**src/rtl/Noc_parameters.sv**
```systemverilog
// Shared NoC types: flit layout, flit kinds, router state and output port indices.
package Noc_parameters;

    localparam int unsigned Noc_VC_Channel = 2;
    localparam int unsigned COORD_W        = 4;
    localparam int unsigned PAYLOAD_W      = 16;

    typedef enum logic [1:0] {
        HEAD     = 2'd0,
        BODY     = 2'd1,
        TAIL     = 2'd2,
        HEADTAIL = 2'd3
    } flit_type_e;

    typedef struct packed {
        flit_type_e           ftype;
        logic [COORD_W-1:0]   dest_x;
        logic [COORD_W-1:0]   dest_y;
        logic [PAYLOAD_W-1:0] payload;
    } flit_t;

    localparam int unsigned FLIT_W = $bits(flit_t);

    // One-hot output port positions on the route select
    localparam int unsigned PORT_LOCAL = 0;
    localparam int unsigned PORT_NORTH = 1;
    localparam int unsigned PORT_EAST  = 2;
    localparam int unsigned PORT_SOUTH = 3;
    localparam int unsigned PORT_WEST  = 4;

    typedef enum logic {
        IDLE   = 1'b0,
        ACTIVE = 1'b1
    } route_state_e;

endpackage

```
**src/rtl/Noc_flit_interface.sv**
```systemverilog
// Flit link: valid/ready handshake forward, per-VC credit readiness backward.
interface Noc_flit_interface
    import Noc_parameters::*;
#(
    parameter int unsigned CHANNELS = Noc_VC_Channel
);
    logic                valid;
    logic                ready;
    flit_t               flit;
    logic [CHANNELS-1:0] vc_ready;

    modport sender   (output valid, output flit, input  ready, input  vc_ready);
    modport receiver (input  valid, input  flit, output ready, output vc_ready);
endinterface

```
**src/rtl/noc_flit_fifo.sv**
```systemverilog
// Input flit FIFO with registered occupancy count and wrapping pointers.
module noc_flit_fifo
    import Noc_parameters::*;
#(
    parameter int unsigned DEPTH = 4
) (
    input  logic                     clk_i,
    input  logic                     rst_ni,
    input  logic                     in_valid_i,
    output logic                     in_ready_o,
    input  flit_t                    in_flit_i,
    output logic                     out_valid_o,
    input  logic                     out_ready_i,
    output flit_t                    out_flit_o,
    output logic [$clog2(DEPTH):0]   count_o
);
    localparam int unsigned PTR_W = $clog2(DEPTH);
    localparam int unsigned CNT_W = PTR_W + 1;

    flit_t            mem [DEPTH];
    logic [PTR_W-1:0] wr_ptr_q, wr_ptr_d;
    logic [PTR_W-1:0] rd_ptr_q, rd_ptr_d;
    logic [CNT_W-1:0] count_q, count_d;
    logic             en_q;
    logic             push, pop;

    // Ready comes only from registered state; en_q holds it low until the first edge out of reset
    assign in_ready_o  = en_q && (count_q != CNT_W'(DEPTH));
    assign out_valid_o = (count_q != '0);
    assign out_flit_o  = mem[rd_ptr_q];
    assign count_o     = count_q;
    assign push        = in_valid_i && in_ready_o;
    assign pop         = out_valid_o && out_ready_i;

    // Next pointers and count; simultaneous push and pop leave the count unchanged
    always_comb begin
        wr_ptr_d = wr_ptr_q;
        rd_ptr_d = rd_ptr_q;
        count_d  = count_q;
        if (push) begin
            wr_ptr_d = wr_ptr_q + PTR_W'(1);
        end
        if (pop) begin
            rd_ptr_d = rd_ptr_q + PTR_W'(1);
        end
        case ({push, pop})
            2'b10:   count_d = count_q + CNT_W'(1);
            2'b01:   count_d = count_q - CNT_W'(1);
            default: count_d = count_q;
        endcase
    end

    // Pointer, count and enable registers
    always_ff @(posedge clk_i or negedge rst_ni) begin
        if (!rst_ni) begin
            wr_ptr_q <= '0;
            rd_ptr_q <= '0;
            count_q  <= '0;
            en_q     <= 1'b0;
        end else begin
            wr_ptr_q <= wr_ptr_d;
            rd_ptr_q <= rd_ptr_d;
            count_q  <= count_d;
            en_q     <= 1'b1;
        end
    end

    // Storage write; contents need no reset since count gates visibility
    always_ff @(posedge clk_i) begin
        if (push) begin
            mem[wr_ptr_q] <= in_flit_i;
        end
    end

endmodule

```
**src/rtl/noc_route_compute.sv**
```systemverilog
// Router input stage: buffers flits, XY-routes each packet head, forwards the packet, drops stray body flits.
module noc_route_compute
    import Noc_parameters::*;
#(
    parameter int unsigned CHANNELS = Noc_VC_Channel,
    parameter int unsigned ENTRIES  = 5,
    parameter int unsigned DEPTH    = 4,
    parameter int unsigned X_ID     = 0,
    parameter int unsigned Y_ID     = 0
) (
    input  logic                 i_clk,
    input  logic                 i_rst_n,
    Noc_flit_interface.receiver  receiver_if,
    Noc_flit_interface.sender    sender_if,
    output logic [ENTRIES-1:0]   o_select,
    output logic                 o_err
);
    localparam int unsigned CNT_W = $clog2(DEPTH) + 1;
    localparam logic [COORD_W-1:0] MY_X = COORD_W'(X_ID);
    localparam logic [COORD_W-1:0] MY_Y = COORD_W'(Y_ID);

    route_state_e       state_q, state_d;
    logic [ENTRIES-1:0] select_q, select_d;
    logic               err_q, err_d;
    logic [ENTRIES-1:0] route_sel;

    flit_t              head;
    logic               fifo_out_valid;
    logic               fifo_out_ready;
    logic [CNT_W-1:0]   fifo_count;
    logic               is_head, is_last;
    logic               send_valid, transfer, drop;

    noc_flit_fifo #(
        .DEPTH (DEPTH)
    ) u_fifo (
        .clk_i       (i_clk),
        .rst_ni      (i_rst_n),
        .in_valid_i  (receiver_if.valid),
        .in_ready_o  (receiver_if.ready),
        .in_flit_i   (receiver_if.flit),
        .out_valid_o (fifo_out_valid),
        .out_ready_i (fifo_out_ready),
        .out_flit_o  (head),
        .count_o     (fifo_count)
    );

    assign receiver_if.vc_ready = sender_if.vc_ready[CHANNELS-1:0];
    assign sender_if.valid      = send_valid;
    assign sender_if.flit       = head;
    assign o_select             = select_q;
    assign o_err                = err_q;

    assign is_head = (head.ftype == HEAD) || (head.ftype == HEADTAIL);
    assign is_last = (head.ftype == TAIL) || (head.ftype == HEADTAIL);

    // Dimension-ordered route of the head flit: resolve X first, then Y
    always_comb begin
        route_sel = '0;
        if (head.dest_x > MY_X) begin
            route_sel[PORT_EAST] = 1'b1;
        end else if (head.dest_x < MY_X) begin
            route_sel[PORT_WEST] = 1'b1;
        end else if (head.dest_y > MY_Y) begin
            route_sel[PORT_NORTH] = 1'b1;
        end else if (head.dest_y < MY_Y) begin
            route_sel[PORT_SOUTH] = 1'b1;
        end else begin
            route_sel[PORT_LOCAL] = 1'b1;
        end
    end

    // FSM state register
    always_ff @(posedge i_clk or negedge i_rst_n) begin
        if (!i_rst_n) begin
            state_q <= IDLE;
        end else begin
            state_q <= state_d;
        end
    end

    // FSM next state: a head opens a packet, the last flit leaving closes it
    always_comb begin
        state_d = state_q;
        case (state_q)
            IDLE:    if (fifo_out_valid && is_head) state_d = ACTIVE;
            ACTIVE:  if (transfer && is_last)       state_d = IDLE;
            default: state_d = IDLE;
        endcase
    end

    // FSM outputs: forwarding handshake, stray-flit drop and route select hold
    always_comb begin
        send_valid     = (state_q == ACTIVE) && (fifo_count != '0);
        transfer       = send_valid && sender_if.ready;
        drop           = (state_q == IDLE) && fifo_out_valid && !is_head;
        fifo_out_ready = (state_q == ACTIVE) ? sender_if.ready : drop;
        err_d          = drop;
        select_d       = '0;
        if ((state_q == IDLE) && fifo_out_valid && is_head) begin
            select_d = route_sel;
        end else if ((state_q == ACTIVE) && !(transfer && is_last)) begin
            select_d = select_q;
        end
    end

    // Registered route select and error pulse
    always_ff @(posedge i_clk or negedge i_rst_n) begin
        if (!i_rst_n) begin
            select_q <= '0;
            err_q    <= 1'b0;
        end else begin
            select_q <= select_d;
            err_q    <= err_d;
        end
    end

endmodule

```
**src/flat_wrapper.sv**
```systemverilog
// flat-port wrapper written by rule: the top's interface ports become plain ports
module noc_route_compute_flat import Noc_parameters::*;
#(
    parameter int unsigned CHANNELS = Noc_VC_Channel,
    parameter int unsigned ENTRIES  = 5,
    parameter int unsigned DEPTH    = 4,
    parameter int unsigned X_ID     = 0,
    parameter int unsigned Y_ID     = 0
)
  (i_clk, i_rst_n, o_select, o_err, receiver_if_valid, receiver_if_flit, receiver_if_ready, receiver_if_vc_ready, sender_if_valid, sender_if_flit, sender_if_ready, sender_if_vc_ready);
  Noc_flit_interface #(.CHANNELS(CHANNELS)) receiver_if_i ();
  Noc_flit_interface #(.CHANNELS(CHANNELS)) sender_if_i ();
  input  logic i_clk;
  input  logic i_rst_n;
  output logic [ENTRIES-1:0] o_select;
  output logic o_err;
  input wire logic [$bits(receiver_if_i.valid)-1:0] receiver_if_valid;
  input wire logic [$bits(receiver_if_i.flit)-1:0] receiver_if_flit;
  output wire logic [$bits(receiver_if_i.ready)-1:0] receiver_if_ready;
  output wire logic [$bits(receiver_if_i.vc_ready)-1:0] receiver_if_vc_ready;
  output wire logic [$bits(sender_if_i.valid)-1:0] sender_if_valid;
  output wire logic [$bits(sender_if_i.flit)-1:0] sender_if_flit;
  input wire logic [$bits(sender_if_i.ready)-1:0] sender_if_ready;
  input wire logic [$bits(sender_if_i.vc_ready)-1:0] sender_if_vc_ready;
  assign receiver_if_i.valid = receiver_if_valid;
  assign receiver_if_i.flit = receiver_if_flit;
  assign receiver_if_ready = receiver_if_i.ready;
  assign receiver_if_vc_ready = receiver_if_i.vc_ready;
  assign sender_if_valid = sender_if_i.valid;
  assign sender_if_flit = sender_if_i.flit;
  assign sender_if_i.ready = sender_if_ready;
  assign sender_if_i.vc_ready = sender_if_vc_ready;
  noc_route_compute #(.CHANNELS(CHANNELS), .ENTRIES(ENTRIES), .DEPTH(DEPTH), .X_ID(X_ID), .Y_ID(Y_ID)) u_core (.i_clk(i_clk), .i_rst_n(i_rst_n), .receiver_if(receiver_if_i), .sender_if(sender_if_i), .o_select(o_select), .o_err(o_err));
endmodule
```
**config.mk**
```make
export PLATFORM = sky130hd
export DESIGN_NAME = noc_route_compute_flat
export DESIGN_NICKNAME = d
export VERILOG_FILES = /design/src/rtl/Noc_parameters.sv /design/src/rtl/Noc_flit_interface.sv /design/src/rtl/noc_flit_fifo.sv /design/src/rtl/noc_route_compute.sv /design/src/flat_wrapper.sv
export SDC_FILE = /design/constraint.sdc
export NUM_CORES = 1
export LEC_CHECK = 0
export BUFFER_PORTS_ARGS = -buffer_cell sky130_fd_sc_hd__buf_2
export CORE_UTILIZATION = 45
export CTS_BUF_LIST = sky130_fd_sc_hd__clkbuf_4
export DETAILED_ROUTE_END_ITERATION = 10
export PLACE_DENSITY = 0.65
export SETUP_SLACK_MARGIN = 0.3
export SYNTH_ARGS = -nofsm -noshare
export SYNTH_HDL_FRONTEND = slang
export SYNTH_HIERARCHICAL = 1
export SYNTH_SLANG_ARGS = --single-unit
```
**constraint.sdc**
```tcl
create_clock -name i_clk -period 3.3 [get_ports i_clk]
set_input_delay 0.66 -clock i_clk [delete_from_list [all_inputs] [get_ports i_clk]]
set_output_delay 0.66 -clock i_clk [all_outputs]
set_load 0.01 [all_outputs]
```
==> metrics.yaml, run 1 <==
grt:
  grt_pass1_wl_um: 11720
  busiest_layer: "met2"
  grtUsageTotal_pct: 15.99
  grt.met3_usage_pct: 5.288
  grtUsageMet2_pct: 26.46
  overflow: 0
  met1_usage_pct: 19.25
  grt_pass1_vias: 2265
  grt_max_degree: 20
  antenna_found_initial: 0
synthesis:
  ys_warn_count: 6
  ys_ff_latch: 117
  netlist_top_cells_count: "edfxtp_1 (104), mux4_2 (18), dfrtp_1 (13), inv_1 (10), mux4_1 (8)"
  async_flop_share_pct: 11.11
  yosysTopAreaCell: "edfxtp_1"
  yosysUniqueCellTypes: 35
  synthCells: 208
  synth_most_common_cell: "edfxtp_1"
  synth.area.top_cells: "edfxtp_1 (68%), mux4_2 (8.9%), dfrtp_1 (7.1%)"
  synth_edf_count: 104
  yosys_most_used_dff: "edfxtp_1"
  yosysSeqAreaShare_pct: 75.61
  syn_area_mm2: 0.004561
  yosysTopAreaCellShare_pct: 68.48
  syn_area_per_cell_um2: 21.93
timing:
  rsz0062_at_grt: "no"
  tns_ns: 0
  holdWs_ns: 0.03281
  period_share_pct: 85.85
  tightest_slew_ns: 0.5804
  slew_violations: 0
  setup_violations: 0
  period_minus_slack_ns: 2.833
  fin_skew_ns: 0.02019
  maxSlewHeadroom_pct: 61.30
  hold_viol_final: 0
  fmax_ghz: 0.3530
flow_run:
  drv_cap: 0
clocking:
  clk_pin_slew_ns: 0.11
  ctsHtreeMaxLevel: 4
  clock_path_buffers: 2
  cts_buffers: 17
  cts_root_buffer: "clkbuf_4"
  clk_latency_ns: 0.49
  cts_tree: "yes"
  clock_sinks: 117
cells_and_area:
  antenna_cells: 0
  fin_util_pct: 55.43
  area_growth_pct: 19.34
  drive_gt1_share_pct: 43.23
  layout.nets: 330
routing:
  drc_errors: 0
  avgViaCountPerCell: 5.039
  drtIter0Drc: 60
  drtPass1Iterations: 4
  antenna_left: 0
  wl_per_cell_um: 17.27
  finalWirelength_um: 7530
  vias: 2197
setup_path:
  critPathKind: "reg2reg"
  crit_path_end_kind: "register"
  path_cells: "mux4_2, inv_1, ha_1, nor3b_2, a21o_1, o31a_1, ha_2, inv_1, fa_2, xor2_1, nor2_1, xor2_1"
  critPathMaxFanout: 4
  crit_slowest_cell: "mux4_2"
  cp.required_ns: 3.73
  r2r_cells: 12
  slowest_delay_ns: 0.54
  cp.arrival_ns: 3.26
  cp-start-kind: "register"
floorplan:
  core_area_mm2: 0.009819
  start_util_pct: 46.44
  die_y_um: 102.7
  die_x_um: 102.7
  die_area_mm2: 0.01054
  design.portCount: 68
  fp-row-count: 36
outcome:
  status: "complete, no violations"
placement:
  dp_hpwl_um: 4996
  gp_congestion: 0.6954
  port_buffers: 61
pwr:
  leakagePower_nw: 1.986
  peakVddDrop_mv: 0.4563
  powerDensity_mw_per_mm2: 860.4
worst_hold_path:
  hp-class: "in2async"
==> stage by stage <==
stage / power, mW / setup slack, ns / area, um^2 / std cells
5_1_grt: 4.947 / 0.3009 / 5443 / 436
3_3_place_gp: 3.366 / 0.3876 / 5046 / 402
2_1_floorplan: 2.949 / 0.3050 / 4564 / 209
3_5_place_dp: 3.388 / 0.2940 / 5046 / 402
6_report: 4.683 / 0.4671 / 5443 / 436
4_1_cts: 4.710 / 0.3291 / 5430 / 434
==> critical path: cells and delay by family, from the launching register on <==
kind                     cells  cell delay, ns
AO/OA/AOI/OAI                2            0.25
adder cells (fa/ha/maj)      3            0.79
XOR/XNOR                     2            0.30
AND/OR/NAND/NOR              2            0.34
flip-flops                   1            0.42
multiplexers                 1            0.54
buffers and inverters        2            0.13
==> layout by cell type (no fill, tap or decap), types with 6 or more instances in the layout <==
cell,n
mux4_2,20
clkbuf_4,17
inv_1,10
bufinv_16,6
buf_4,8
buf_2,61
mux4_1,6
dfrtp_1,12
ha_1,6
edfxtp_1,104
==> final timing paths <==
kind                                            from                   endpoint  slack [ns]
max in group asynchronous                    i_rst_n  u_core/u_fifo/wr_ptr_q[0]        3.01
min                                          i_rst_n         u_core/o_select[2]        0.03
min reg2reg                       u_core/o_select[1]         u_core/o_select[1]        0.55
max reg2reg                u_core/u_fifo/rd_ptr_q[0]   u_core/u_fifo/count_o[2]        0.47
min in group i_clk              receiver_if_flit[25]   u_core/u_fifo/mem[2][25]        0.37
max                        u_core/u_fifo/rd_ptr_q[0]   u_core/u_fifo/count_o[2]        0.47
==> what timing repair did <==
item / 4_1_cts / 5_1_grt
setup buffers: 0 / 2
resized for setup: 1 / 4
hold buffers: 0 / 0
pin swaps: 0 / 2
endpoints found under the setup margin: 1 / 1
==> area by class of cell <==
| class | instances | area (um^2) |
|---|---|---|
| clock buffer | 17 | 127.6 |
| multi-input combinational | 72 | 984.7 |
| clock inverter | 15 | 251.5 |
| inverter | 10 | 37.54 |
| tap | 133 | 166.4 |
| fill | 805 | 4377 |
| sequential | 117 | 3450 |
| timing repair buffer | 72 | 425.4 |
==> cells by family after synthesis <==
kind of cell               synth area share (%)
muxes                                     13.96
and+or+nand+nor                           2.332
adders and majority gates                 2.359
other                                    0.1647
DFF                                       75.61
AOI/OAI and AO/OA                         1.481
buffers and inverters                     2.936
xor gates and xnor gates                  1.152
==> metal layers <==
layer | vias up | routed length [um] | part of all wire (%)
met4 | 0 | 76 | 1.0
met2 | 61 | 3891 | 52
met1 | 1115 | 3189 | 42
li1 | 1012 | - | -
met5 | - | 0 | 0
met3 | 9 | 372 | 4.9
==> where the power goes <==
part,switching [mW],internal [mW],total (mW),leakage [nW]
Sequential,0.0990,1.83,1.93,1.10
Combinational,0.743,0.705,1.45,0.695
Clock,0.546,0.761,1.31,0.190
==> flip-flops by register name, indices dropped and copies added (netlist names) <==
name / flops
u_core/o_err: 1
u_core/o_select: 3
u_core/state_q: 1
u_core/u_fifo/count_o: 3
u_core/u_fifo/en_q: 1
u_core/u_fifo/mem: 104
u_core/u_fifo/rd_ptr_q: 2
u_core/u_fifo/wr_ptr_q: 2
Note: power is estimated with default switching activity, not from simulation.
==> run 2: changes to the inputs <==
--- a/config.mk
+++ b/config.mk
@@ -6,10 +6,10 @@
 export NUM_CORES = 1
 export LEC_CHECK = 0
 export BUFFER_PORTS_ARGS = -buffer_cell sky130_fd_sc_hd__buf_2
-export CORE_UTILIZATION = 45
+export CORE_UTILIZATION = 55
 export CTS_BUF_LIST = sky130_fd_sc_hd__clkbuf_4
 export DETAILED_ROUTE_END_ITERATION = 10
-export PLACE_DENSITY = 0.65
+export PLACE_DENSITY = 0.77
 export SETUP_SLACK_MARGIN = 0.3
 export SYNTH_ARGS = -nofsm -noshare
 export SYNTH_HDL_FRONTEND = slang
==> run 2 against run 1 <==
  * Critical path type unchanged
  * Core utilization increased by 12 points
  * Critical endpoint unchanged
  * Global-route usage increased by 3.2 points
  * Final area down 1.6%
  * Routed wire length fell by 1.3%
  * Critical path depth is the same
  * Count of clock-buffer cells in the layout is 1 higher
==> metrics.yaml, run 2 (synthesized netlist as in run 1, its figures left out) <==
outcome:
  status: "complete, no violations"
cells_and_area:
  largest_reg_flops: 104
  layout.nets: 331
  final_cells: 406
  final_cell_mix: "edfxtp_1 (104), buf_2 (61), mux4_2 (20), clkbuf_4 (18), dfrtp_1 (11)"
  fin_util_pct: 67.89
  antenna_cells: 0
  fillCellCount: 511
  stdcell_area_mm2: 0.005355
  drive_gt1_share_pct: 44.74
  top_register: "u_core/u_fifo/mem"
  final_common_cell: "edfxtp_1"
  area_growth_pct: 17.42
setup_path:
  critPathKind: "reg2reg"
  crit_path_end_kind: "register"
  cp.arrival_ns: 3.25
  cp-start-kind: "register"
  critPathMaxFanout: 4
  cp.required_ns: 3.72
placement:
  gp_congestion: 0.7473
  dp_hpwl_um: 4873
  place_inst: 370
  port_buffers: 61
  placed_area_mm2: 0.005000
  place_ws_ns: 0.2110
timing:
  tightest_slew_ns: 0.6428
  slew_violations: 0
  period_share_pct: 86.01
  period_minus_slack_ns: 2.838
  tns_ns: 0
  fin_skew_ns: 0.01707
  rsz0062_at_grt: "no"
  fin_ws_ns: 0.4617
  fmax_ghz: 0.3523
  setup_violations: 0
  maxSlewHeadroom_pct: 57.14
  hold_viol_final: 0
floorplan:
  fp-row-count: 32
  die_y_um: 93.06
  start_util_pct: 57.82
  die_x_um: 93.06
  core_area_mm2: 0.007888
  die_area_mm2: 0.008660
  design.portCount: 68
grt:
  antenna_found_initial: 0
  overflow: 0
  grtUsageTotal_pct: 19.22
  grt_max_degree: 21
  grt_pass1_vias: 2328
  grt_pass1_wl_um: 11850
pwr:
  leakagePower_nw: 1.955
  powerDensity_mw_per_mm2: 840.2
  peakVddDrop_mv: 0.4465
clocking:
  clock_path_buffers: 2
  clk_pin_slew_ns: 0.11
  cts_tree: "yes"
  cts_root_buffer: "clkbuf_4"
  clock_sinks: 117
  clk_latency_ns: 0.49
  ctsHtreeMaxLevel: 4
  cts_buffers: 17
routing:
  drc_errors: 0
  vias: 2239
  wl_per_cell_um: 18.31
  drtPass1Iterations: 4
  drtIter0Drc: 107
  finalWirelength_um: 7433
  antenna_left: 0
  avgViaCountPerCell: 5.515
worst_hold_path:
  hp-class: "in2async"
flow_run:
  drv_cap: 0
run 2: path summary, 6_finish.rpt:
path / from / to / slack (ns) / cells after the start
setup / recovery: u_core/u_fifo/rd_ptr_q[0] / u_core/u_fifo/count_o[2] / 0.46 / 12
hold / removal: i_rst_n / u_core/o_select[2] / 0.04 / 1
setup reg to reg: u_core/u_fifo/rd_ptr_q[0] / u_core/u_fifo/count_o[2] / 0.46 / 12
hold reg to reg: u_core/state_q / u_core/o_err / 0.55 / 1
max in group asynchronous: i_rst_n / u_core/u_fifo/rd_ptr_q[1] / 2.98 / 1
min in group i_clk: receiver_if_flit[16] / u_core/u_fifo/mem[0][16] / 0.38 / 1
run 2: timing repair:
action | 4_1_cts | 5_1_grt
hold buffers | 0 | 0
setup buffers | 0 | 4
setup endpoints to repair | 1 | 1
pin swaps | 0 | 3
resized for setup | 3 | 5
run 2: worst max-delay path: stages, from the launching register on:
cell and delay [ns]:
dfrtp_2 0.43, mux4_2 0.54, inv_2 0.09, ha_4 0.20, nor3b_2 0.21, a21o_1 0.11, o31a_1 0.19, ha_2 0.20
inv_1 0.05, fa_2 0.33, xor2_1 0.14, nor2_1 0.12, xor2_1 0.15
run 2: final cells by class:
cell class | instances | area (um^2) | share of cell area [%]
flip-flops and latches | 117 | 3451 | 64.44
multi-input cells | 72 | 997.2 | 18.62
repair buffers | 73 | 432.9 | 8.084
clock inverters | 14 | 173.9 | 3.248
clock buffers | 18 | 135.1 | 2.523
well taps | 102 | 127.6 | 2.383
inverters | 10 | 37.54 | 0.7009
run 2: layer usage:
metal  vias up  part of all wire [%]  global-route usage (%)  routed length, um
met1      1147                    43                   25.12               3210
li1       1011                     -                       -                  -
met3        10                   5.1                   6.585                376
met2        71                    51                   30.70               3772
met4         0                   1.0                   6.026                 74
met5         -                     0                       0                  0
run 2: metrics by stage:
step / power (mW) / hold slack, ns
floorplan: 2.949 / 0.3644
global placement: 3.328 / 0.5040
detailed placement: 3.368 / 0.5454
CTS: 4.468 / 0.01261
global route: 4.752 / 0.001620
finish: 4.500 / 0.04311
run 2: report_power, final:
group / internal [mW] / leakage [nW] / switching [mW] / total [mW]
clock network: 0.543 / 0.156 / 0.540 / 1.08
registers: 1.83 / 1.10 / 0.115 / 1.95
logic: 0.728 / 0.698 / 0.742 / 1.47
total: 3.10 / 1.95 / 1.40 / 4.50
